File: src/rtl/bsg_clk_gen_monitor_counter.sv
// bsg_clk_gen_monitor_counter: counts synchronized rising edges of an async monitor clock
// over a programmable window of reference cycles and returns the count via valid/yumi.
module bsg_clk_gen_monitor_counter #(
    parameter int window_width_p = 16,
    parameter int count_width_p  = 16,
    parameter int sync_stages_p  = 2
) (
    input  logic                      clk_i,
    input  logic                      reset_i,
    input  logic                      clk_monitor_i,
    input  logic                      start_i,
    input  logic [window_width_p-1:0] window_i,
    output logic                      busy_o,
    output logic                      v_o,
    output logic [count_width_p-1:0]  count_o,
    output logic                      overflow_o,
    input  logic                      yumi_i
);
    typedef enum logic [1:0] {IDLE, MEASURE, DONE} state_e;
    state_e                    state_q, state_d;
    logic [sync_stages_p-1:0]  sync_q;
    logic                      prev_q;
    logic                      rise;
    logic [window_width_p-1:0] win_q, win_d;
    logic [count_width_p-1:0]  count_q, count_d;
    logic                      ovf_q, ovf_d;

    assign rise = sync_q[sync_stages_p-1] & ~prev_q;

    always_ff @(posedge clk_i) begin
        if (reset_i) begin
            state_q <= IDLE;
            sync_q  <= '0;
            prev_q  <= 1'b0;
            win_q   <= '0;
            count_q <= '0;
            ovf_q   <= 1'b0;
        end else begin
            state_q <= state_d;
            sync_q  <= {sync_q[sync_stages_p-2:0], clk_monitor_i};
            prev_q  <= sync_q[sync_stages_p-1];
            win_q   <= win_d;
            count_q <= count_d;
            ovf_q   <= ovf_d;
        end
    end

    always_comb begin
        state_d = state_q;
        win_d   = win_q;
        count_d = count_q;
        ovf_d   = ovf_q;
        case (state_q)
            IDLE: if (start_i && window_i != '0) begin
                state_d = MEASURE;
                win_d   = window_i;
                count_d = '0;
                ovf_d   = 1'b0;
            end
            MEASURE: begin
                win_d = win_q - 1'b1;
                // saturate at all-ones; overflow stays set until the next start
                if (rise) begin
                    count_d = &count_q ? count_q : count_q + 1'b1;
                    ovf_d   = ovf_q | (&count_q);
                end
                state_d = (win_q == window_width_p'(1)) ? DONE : MEASURE;
            end
            DONE: state_d = yumi_i ? IDLE : DONE;
            default: state_d = IDLE;
        endcase
    end

    assign busy_o     = state_q != IDLE;
    assign v_o        = state_q == DONE;
    assign count_o    = count_q;
    assign overflow_o = ovf_q;
endmodule

File: config.mk
export PLATFORM = sky130hd
export DESIGN_NAME = bsg_clk_gen_monitor_counter
export DESIGN_NICKNAME = d
export VERILOG_FILES = /design/src/rtl/bsg_clk_gen_monitor_counter.sv
export SDC_FILE = /design/constraint.sdc
export NUM_CORES = 1
export LEC_CHECK = 0
export ABC_AREA = 1
export CAP_MARGIN = 20
export CORE_ASPECT_RATIO = 1.4
export CORE_MARGIN = 8
export CORE_UTILIZATION = 50
export DETAILED_ROUTE_END_ITERATION = 16
export GPL_ROUTABILITY_DRIVEN = 0
export PLACE_DENSITY_LB_ADDON = 0.25
export SLEW_MARGIN = 10
export SYNTH_ARGS = -nofsm -noshare
export SYNTH_HDL_FRONTEND = slang
export SYNTH_SLANG_ARGS = --single-unit
File: constraint.sdc
create_clock -name clk_i -period 5 [get_ports clk_i]
set_input_delay 1 -clock clk_i [delete_from_list [all_inputs] [get_ports clk_i]]
set_output_delay 1 -clock clk_i [all_outputs]
set_load 0.02 [all_outputs]
==> run_results.csv <==
group,metric,value,unit
cells_and_area,fin_nets,440,
setup_path,crit_chain,"clkdlybuf4s50_1, nor2_1, nand2_1, nor2_1, nand2_1, nand3_4, nand2_1, o21ai_0, nor2_1",
grt,overflow,0,
timing,fmax,350,MHz
timing,skew,0.00603,ns
yosys,syn_area,2350,um^2
setup_path,r2r_slack,3.02,ns
detailed_routing,avgViaCountPerCell,5.23,
detailed_routing,ant_nets,0,
cts,clock_sinks,38,
run,drv_cap,0,
placed_design,io_buffers,39,
power,powerDensity,247,nW/um^2
cts,cts_hold_buffers,0,
yosys,synth_nets,405,
floorplanning,die_h,97.1,um
grt,grt_max_degree,27,
setup_path,path_max_fanout,26,
cts,htree_levels,2,
yosys,yosysSeqAreaShare,0.324,
floorplanning,initial_core_util,0.518,
yosys,synth_top_area_share,0.324,
hold_path,hold_depth,2,
status,status,"completed",
hold_path,hp-class,"reg2reg",
floorplanning,row_count,29,
timing,setup_viol,0,
hold_path,whs_endpoint,"sync_q[1]",
power,p_leak,0.00117,uW
floorplanning,die-area,7180,um^2
timing,period_needed,2.85,ns
detailed_routing,dr_total_vias,2498,
grt,antenna_found_initial,0,
grt,grt_pass1_wl,10300,um
yosys,synth-xor-area-share,0.00745,
cts,clk_path_buf_depth,2,
setup_path,r2r-start,"state_q[0]",
cells_and_area,antenna-diode-count,0,
yosys,synth_top_family_by_area,"simple AND/OR/NAND/NOR gates",
placed_design,dpl.hpwl,4650,um
timing,finalHoldViolCount,0,
yosys,async_flop_share,0,
placed_design,place_ws,1.85,ns
setup_path,required,5.18,ns
setup_path,max_stage_delay,0.43,ns
floorplanning,io_pins,40,
hold_path,hold_start,"sync_q[0]",
timing,worstMarginPinSlew,0.828,ns
yosys,synth.area.mux_share,0,
power,peakVddDrop,0.170,mV
detailed_routing,first_pass_iters,4,
yosys,ys_top_cells_by_area,"dfxtp_1 (32%), nand2_1 (16%), nor2_1 (11%)",
setup_path,cp_slowest_cell,"clkdlybuf4s50_1",
cts,clkTransAtPathRegs,0.07,ns
yosys,netlist_instances,381,
yosys,yosys.area.top_type,"dfxtp_1",
floorplanning,core_area,4540,um^2
detailed_routing,wl_per_cell,13.0,um
yosys,synthSimpleGateAreaFrac,0.473,
yosys,yosysWarnings,0,
yosys,syn_avg_cell_area,6.17,um^2
timing,period_share,0.571,
yosys,synth_compound_area_frac,0.0889,
setup_path,critPathTopFamily,"simple AND/OR/NAND/NOR gates",
detailed_routing,drt-total-wl,6210,um
cells_and_area,area_growth,20.5,%
cts,cts_buffers,5,
setup_path,crit_buf_inv,1,
setup_path,arrival,3.04,ns
setup_path,worstReg2RegEnd,"win_q[5]",
grt,grt_pass1_vias,2328,
timing,maxSlewHeadroom,0.447,
cts,root_buffer,"clkbuf_8",
timing,finalWorstSetupSlack,2.15,ns
yosys,synth-edff-count,0,
timing,rsz0062_at_grt,"false",
grt,grtUsageTotal,0.177,
timing,slew_viol_final,0,
cells_and_area,utilization,0.625,
setup_path,worstSetupPathType,"in2reg",
yosys,synth_seq_cells,38,
yosys,synthAdderAreaFrac,0.0160,
detailed_routing,drc,0,
yosys,ys_types,31,
cells_and_area,drive_above_1_share,0.0529,
cts,cts_tree,"yes",
floorplanning,die_w,74.0,um
cts,cts_resized,0,
detailed_routing,first_iter_violations,195,
setup_path,cp-end-kind,"register",
timing,fin_tns_setup,0,ns
cts,cts_setup_buffers,0,
setup_path,cp-start-kind,"input pin",
cts,clk_latency,0.29,ns
setup_path,ff2ff_path_depth,9,
yosys,synth_ff_type,"dfxtp_1",
[cells in the mapped netlist (2+ instances only)]
cell type	count
inv_2	2
nor2_2	5
inv_1	39
nand2_2	2
nand3_1	43
dfxtp_1	38
nand2_1	98
nor3_1	2
and3_1	2
nand3_2	2
nor2_1	72
clkbuf_1	5
buf_2	4
ha_1	3
nand2_4	2
o21ai_0	6
nand4_1	11
a21oi_1	28
xor2_1	2
nand3_4	2
nand3b_1	2
buf_6	2
[area by class of cell]
class	instances	area, um^2
fill	448	1700
multi-input combinational	291	1380
sequential	38	761
timing repair buffer	39	390
inverter	41	154
tap	62	77.6
clock buffer	7	76.3
[per-stage QoR]
stage | cell area, um^2 | total power (uW) | cells | hold slack [ns]
finish | 2830 | 701 | 478 | 0.412
detailed placement | 2760 | 507 | 471 | 0.403
floorplan | 2350 | 460 | 381 | 0.388
CTS | 2830 | 709 | 478 | 0.414
global placement | 2760 | 504 | 471 | 0.393
global route | 2830 | 743 | 478 | 0.427
[cell usage in the layout (no fill, tap or decap), drive strengths merged]
cell type / instances
nand2: 102
nor2: 78
nand3: 47
inv: 41
clkdlybuf4s50: 39
dfxtp: 38
a21oi: 28
nand4: 11
clkbuf: 7
o21ai: 6
ha: 3
nand3b: 2
nor3: 2
and3: 2
xor2: 2
or2: 2
nor4: 1
o2bb2ai: 1
o22ai: 1
a22o: 1
o211ai: 1
o21bai: 1
[power by group]
| part | total, uW | internal, uW | switching (uW) |
|---|---|---|---|
| combinational | 169 | 61.6 | 107 |
| clock | 199 | 96.0 | 103 |
| sequential | 333 | 319 | 14.3 |
[metal layers]
metal | global-route usage | share of wire | vias to the layer above
met1 | 0.185 | 0.41 | 1134
met2 | 0.320 | 0.52 | 57
li1 | - | - | 1297
met5 | 0 | 0 | -
met3 | 0.0403 | 0.049 | 10
met4 | 0.0726 | 0.021 | 0
[flip-flops by register name (all words and copies together), names as in the netlist]
register    cells
win_q          16
count_o        16
prev_q          1
overflow_o      1
sync_q          2
state_q         2
[how the worst max path moves through the flow]
stage | depth (start not counted) | end | from | slack, ns
2_1_floorplan | 9 | win_q[1] | window_i[6] | 2.94
3_3_place_gp | 9 | win_q[1] | window_i[9] | 1.88
3_5_place_dp | 9 | win_q[1] | window_i[9] | 1.85
4_1_cts | 9 | win_q[1] | window_i[9] | 2.16
5_1_grt | 9 | win_q[1] | window_i[9] | 1.96
6_report | 9 | win_q[1] | window_i[9] | 2.15
[cell families (layout without fill, tap and decap cells)]
logic type,after synthesis,after routing
simple gates,247,247
fa+ha+maj,3,3
buf+inv,52,87
xor+xnor,2,2
flops,38,38
compound gates,39,39
[worst reg2reg max path: stages (launching register included)]
cell     delay (ns)
dfxtp_1        0.39
inv_1          0.07
nor2_2         0.40
inv_2          0.30
nor2_1         0.26
nand3_1        0.11
or2_0          0.20
nand3_1        0.09
nand2_1        0.06
inv_1          0.06
Power figures use the tool's default switching activity.
